$ cat src/rtl/gemm_pkg.sv
// Shared types and helpers for the GEMM scheduler: FSM state encoding and
// a counter/address width helper that never returns zero.
package gemm_pkg;

    typedef enum logic [2:0] {
        ST_IDLE,
        ST_CLEAR,
        ST_MAC,
        ST_DRAIN,
        ST_SCALE,
        ST_WRITE,
        ST_DONE
    } gemm_state_e;

    function automatic int addr_w(input int depth);
        return (depth <= 1) ? 1 : $clog2(depth);
    endfunction

endpackage

$ cat src/rtl/gemm_loop_ctr.sv
// Wrap-around loop counter: counts 0..MAX_COUNT-1 on en_i, forced to 0 by clr_i.
// at_max_o flags the final value so counters can be chained.
module gemm_loop_ctr
    import gemm_pkg::*;
#(
    parameter int MAX_COUNT = 4,
    parameter int W         = addr_w(MAX_COUNT)
) (
    input  logic         clk_i,
    input  logic         rst_ni,
    input  logic         en_i,
    input  logic         clr_i,
    output logic [W-1:0] cnt_o,
    output logic         at_max_o
);

    logic [W-1:0] cnt_q;
    logic [W-1:0] cnt_d;

    assign at_max_o = (cnt_q == W'(MAX_COUNT - 1));
    assign cnt_o    = cnt_q;

    always_comb begin
        cnt_d = cnt_q;
        if (clr_i) begin
            cnt_d = '0;
        end else if (en_i) begin
            cnt_d = at_max_o ? '0 : cnt_q + W'(1);
        end
    end

    always_ff @(posedge clk_i or negedge rst_ni) begin
        if (!rst_ni) begin
            cnt_q <= '0;
        end else begin
            cnt_q <= cnt_d;
        end
    end

endmodule

$ cat src/rtl/gemm_sched_ctrl.sv
// Sequencer for a single-MAC GEMM: walks R row-major, streams K operand pairs
// per element, then drains the MAC pipe, scales and writes back each result.
module gemm_sched_ctrl
    import gemm_pkg::*;
#(
    parameter int MATRIX_HEIGHT = 4,
    parameter int MATRIX_WIDTH  = 4,
    parameter int MATRIX_K      = 32,
    parameter int MAC_LAT       = 2,
    localparam int AW = $clog2(MATRIX_HEIGHT * MATRIX_K),
    localparam int BW = $clog2(MATRIX_K * MATRIX_WIDTH),
    localparam int CW = $clog2(MATRIX_HEIGHT * MATRIX_WIDTH)
) (
    input  logic          iclk,
    input  logic          irst,
    input  logic          istart,
    input  logic          istall,
    input  logic          iwr_ready,
    output logic [AW-1:0] oa_addr,
    output logic [BW-1:0] ob_addr,
    output logic [CW-1:0] oc_addr,
    output logic          omac_clr,
    output logic          omac_en,
    output logic          oscale_en,
    output logic          owr_en,
    output logic          obusy,
    output logic          odone
);

    localparam int KW  = addr_w(MATRIX_K);
    localparam int CLW = addr_w(MATRIX_WIDTH);
    localparam int RW  = addr_w(MATRIX_HEIGHT);
    localparam int DW  = addr_w(MAC_LAT);

    gemm_state_e state_q, state_d;
    logic [DW-1:0] drain_q, drain_d;

    logic [KW-1:0]  k_cnt;
    logic [CLW-1:0] col_cnt;
    logic [RW-1:0]  row_cnt;
    logic           k_at_max, col_at_max, row_at_max;
    logic           k_en, k_clr, wr_hs, idx_clr;

    // Handshake: owr_en is valid, iwr_ready is ready; a transfer happens
    // in any cycle where both are high, and owr_en never drops before it.
    assign wr_hs   = (state_q == ST_WRITE) && iwr_ready;
    assign k_en    = (state_q == ST_MAC) && !istall;
    assign k_clr   = (state_q == ST_CLEAR);
    assign idx_clr = (state_q == ST_DONE);

    gemm_loop_ctr #(.MAX_COUNT(MATRIX_K), .W(KW)) u_k_ctr (
        .clk_i    (iclk),
        .rst_ni   (irst),
        .en_i     (k_en),
        .clr_i    (k_clr),
        .cnt_o    (k_cnt),
        .at_max_o (k_at_max)
    );

    gemm_loop_ctr #(.MAX_COUNT(MATRIX_WIDTH), .W(CLW)) u_col_ctr (
        .clk_i    (iclk),
        .rst_ni   (irst),
        .en_i     (wr_hs),
        .clr_i    (idx_clr),
        .cnt_o    (col_cnt),
        .at_max_o (col_at_max)
    );

    gemm_loop_ctr #(.MAX_COUNT(MATRIX_HEIGHT), .W(RW)) u_row_ctr (
        .clk_i    (iclk),
        .rst_ni   (irst),
        .en_i     (wr_hs && col_at_max),
        .clr_i    (idx_clr),
        .cnt_o    (row_cnt),
        .at_max_o (row_at_max)
    );

    assign oa_addr = AW'(row_cnt) * AW'(MATRIX_K) + AW'(k_cnt);
    assign ob_addr = BW'(k_cnt) * BW'(MATRIX_WIDTH) + BW'(col_cnt);
    assign oc_addr = CW'(row_cnt) * CW'(MATRIX_WIDTH) + CW'(col_cnt);

    always_comb begin
        state_d   = state_q;
        drain_d   = drain_q;
        omac_clr  = 1'b0;
        omac_en   = 1'b0;
        oscale_en = 1'b0;
        owr_en    = 1'b0;
        obusy     = 1'b0;
        odone     = 1'b0;
        unique case (state_q)
            ST_IDLE: begin
                if (istart) state_d = ST_CLEAR;
            end
            ST_CLEAR: begin
                obusy    = 1'b1;
                omac_clr = 1'b1;
                state_d  = ST_MAC;
            end
            ST_MAC: begin
                obusy   = 1'b1;
                omac_en = !istall;
                if (k_at_max && !istall) begin
                    state_d = ST_DRAIN;
                    drain_d = DW'(MAC_LAT - 1);
                end
            end
            ST_DRAIN: begin
                obusy = 1'b1;
                if (drain_q == '0) begin
                    state_d = ST_SCALE;
                end else begin
                    drain_d = drain_q - DW'(1);
                end
            end
            ST_SCALE: begin
                obusy     = 1'b1;
                oscale_en = 1'b1;
                state_d   = ST_WRITE;
            end
            ST_WRITE: begin
                obusy  = 1'b1;
                owr_en = 1'b1;
                if (iwr_ready) begin
                    state_d = (row_at_max && col_at_max) ? ST_DONE : ST_CLEAR;
                end
            end
            ST_DONE: begin
                odone   = 1'b1;
                state_d = ST_IDLE;
            end
            default: state_d = ST_IDLE;
        endcase
    end

    always_ff @(posedge iclk or negedge irst) begin
        if (!irst) begin
            state_q <= ST_IDLE;
            drain_q <= '0;
        end else begin
            state_q <= state_d;
            drain_q <= drain_d;
        end
    end

endmodule

$ cat config.mk
export PLATFORM = sky130hd
export DESIGN_NAME = gemm_sched_ctrl
export DESIGN_NICKNAME = d
export VERILOG_FILES = /design/src/rtl/gemm_pkg.sv /design/src/rtl/gemm_loop_ctr.sv /design/src/rtl/gemm_sched_ctrl.sv
export SDC_FILE = /design/constraint.sdc
export NUM_CORES = 1
export LEC_CHECK = 0
export CAP_MARGIN = 10
export CORE_UTILIZATION = 35
export CTS_CLUSTER_DIAMETER = 80
export DETAILED_ROUTE_END_ITERATION = 10
export SYNTH_ARGS = -nofsm -noshare
export SYNTH_HDL_FRONTEND = slang
export SYNTH_SLANG_ARGS = --single-unit
$ cat constraint.sdc
create_clock -name iclk -period 3.75 [get_ports iclk]
set_input_delay 0.375 -clock iclk [delete_from_list [all_inputs] [get_ports iclk]]
set_output_delay 0.375 -clock iclk [all_outputs]
set_load 0.02 [all_outputs]
==> results.cfg <==
[sta]
setup_viol = 0
setup_ws_ns = 1.14
rsz0062_at_grt = no
fin_skew_ns = 0.00125
final_max_slew_viol_count = 0
hold_violations = 0
finalCritPeriodShare_pct = 69.6
tightestPinTransition_ns = 0.660
period_needed_ns = 2.61
fmax_ghz = 0.383
tns_ns = 0
relSlewSlack_pct = 55.9

[logic_synthesis]
yosys.cell_count.top_type = dfrtp_1
avgSynthCellArea_um2 = 9.24
syn-num-nets = 98
ys_ff_latch = 13
async_reset_ff_share_pct = 100
synth-warning-count = 0
synth_cell_types = 32
synth_enable_flop_cells = 0
yosysSeqAreaShare_pct = 39.6
synth.top_cells.by_count = dfrtp_1 (13), buf_4 (9), nor2_1 (9)
netlist_top_cells_area = dfrtp_1 (40%), buf_4 (8.2%), ha_1 (6.1%)
synth_flop_cell = dfrtp_1
synth_largest_area_cell = dfrtp_1
synth_top_area_share_pct = 39.6
syn_inst = 89
syn-cell-area_um2 = 822

[clock_network]
cts.sinks = 13
clk_path_buf_depth = 2
post_cts_buffers = 0
clock_latency_ns = 0.27
path_clk_slew_ns = 0.08
cts-resized-gates = 0
cts_hold_buffers = 0
htreeDepth = 1
numCtsBuffers = 3
cts_tree = yes
cts_root_buf = clkbuf_4

[place]
portBuffers = 28
place_ws_ns = 1.24
gp_congestion = 0.749
hpwl_um = 1170

[setup_path]
crit_required_ns = 3.38
path_class = reg2out
rr_worst_depth = 3
startpoint_type = flop
crit_path_max_fanout = 15
startpoint = state_q[0]$_DFFE_PN0P_
rrSetupSlack_ns = 1.73
reg2reg_from = state_q[0]$_DFFE_PN0P_
endpoint = omac_en
r2r-end = u_k_ctr.cnt_o[3]$_DFFE_PN0P_
cp.arrival_ns = 2.23
endpoint_kind = output pin

[power]
powerDensity_nw_per_um2 = 637
p_comb_share_pct = 50.6
clkPwrFrac_pct = 13.0
p_int_w = 0.000390
peakVddDrop_mv = 0.359
p_sw_w = 0.000293
pwr-share-seq_pct = 36.4
total_power_w = 0.000683
p_leak_nw = 0.486
netSwitchingFraction_pct = 42.9

[floorplanning]
die_width_um = 50.5
start_util_pct = 37.2
boundaryPins = 29
die_height_um = 50.5
rows = 17
core_um2 = 2210
die-area_um2 = 2550

[drt]
wl_per_cell_um = 12.0
ant_nets = 0
dr_total_vias = 682
drcViolationCount = 0
detail_route.iter0.violations = 10
routed_wl_um = 1610
vias_per_cell = 5.09
drt_first_pass_iters = 4

[global_routing]
grt_max_degree = 16
antenna_found_initial = 0
grt_pass1_vias = 556
grt_remaining_overflow = 0
grt_usage_pct = 13.7
grt_pass1_wl_um = 2590

[min_path]
hold_class = in2async

[layout]
utilization_pct = 48.5
syn_to_final_growth_pct = 30.4
n_antenna_cell = 0
nets = 116
fillers = 229
drive_gt1_share_pct = 3.77

[job]
maxCapViolations = 0

[outcome]
status = finished clean
-- power groups by stage --
stage                     clock [W]  combinational [W]  sequential [W]
after global routing      0.0000992           0.000374        0.000259
after detailed placement          0           0.000349        0.000252
final                     0.0000888           0.000346        0.000248
after floorplan                   0           0.000243        0.000232
after CTS                 0.0000926           0.000350        0.000248
after global placement            0           0.000348        0.000246
-- worst max-delay path: stages (launching register included) --
cell and delay, ns:
dfrtp_1 0.54, or4b_1 0.73, inv_1 0.09, clkdlybuf4s50_1 0.60
-- worst min-delay path by stage --
stage | start | to | cells after the start | slack, ns
floorplan | irst | drain_q$_DFFE_PN0P_ | 0 | 0.08
global placement | u_row_ctr.cnt_o[0]$_DFFE_PN0P_ | u_row_ctr.cnt_o[0]$_DFFE_PN0P_ | 1 | 0.52
detailed placement | drain_q$_DFFE_PN0P_ | state_q[2]$_DFFE_PN0P_ | 1 | 0.52
CTS | irst | u_k_ctr.cnt_o[2]$_DFFE_PN0P_ | 1 | 0.52
global route | irst | u_k_ctr.cnt_o[2]$_DFFE_PN0P_ | 1 | 0.53
finish | irst | u_k_ctr.cnt_o[2]$_DFFE_PN0P_ | 1 | 0.48
-- placed cells by master (no fill, tap or decap) --
master,count
a221oi_1,1
nor3b_1,1
or3_1,1
a221o_1,1
a31oi_1,3
nand2b_1,1
clkbuf_4,3
and3_1,1
a21o_1,1
o21ai_0,2
o22ai_1,1
mux2i_1,4
or4_1,1
and3b_1,2
nor2_1,9
nor2b_1,3
a21oi_1,6
nand3_1,2
ha_1,4
inv_1,4
o31ai_1,1
a31o_2,1
a211o_1,1
and4b_1,1
or4b_1,2
dfrtp_1,13
clkbuf_1,1
clkdlybuf4s50_1,28
o2bb2ai_1,1
mux2_1,1
nor3_1,1
nand2_1,4
-- state kept, by name, summed over array words and instances, names as in the netlist --
register         count
u_k_ctr.cnt_o        5
state_q              3
u_row_ctr.cnt_o      2
u_col_ctr.cnt_o      2
drain_q              1
-- logic make-up (layout without fill, tap and decap cells) --
logic type | after synthesis | count (layout) | share of synthesized area, %
flops | 13 | 13 | 39.6
compound gates | 19 | 19 | 15.2
buf+inv | 19 | 36 | 12.9
fa+ha+maj | 4 | 4 | 6.09
mux | 5 | 5 | 6.24
simple gates | 29 | 29 | 19.9
-- metal layers --
layer  track usage [%]  vias up  wire length (um)
li1                  -      343                 -
met1              19.1      317               810
met2              20.0       22               724
met3              1.82        0                77
met4              8.33        0                 0
met5                 0        -                 0
-- per-stage QoR --
step / cells / instance area, um^2 / hold slack (ns)
finish: 134 / 1070 / 0.482
floorplan: 89 / 822 / 0.0794
global route: 134 / 1070 / 0.533
CTS: 134 / 1070 / 0.516
detailed placement: 130 / 1050 / 0.525
global placement: 130 / 1050 / 0.522
-- layout make-up --
cell class | count | area (um^2) | area share, %
inverter | 4 | 15.0 | 1.40
timing repair buffer | 28 | 280 | 26.1
tap | 28 | 35.0 | 3.27
sequential | 13 | 325 | 30.3
clock buffer | 4 | 26.3 | 2.45
multi-input combinational | 57 | 390 | 36.4
No activity file was read; power rests on OpenSTA's default activity.
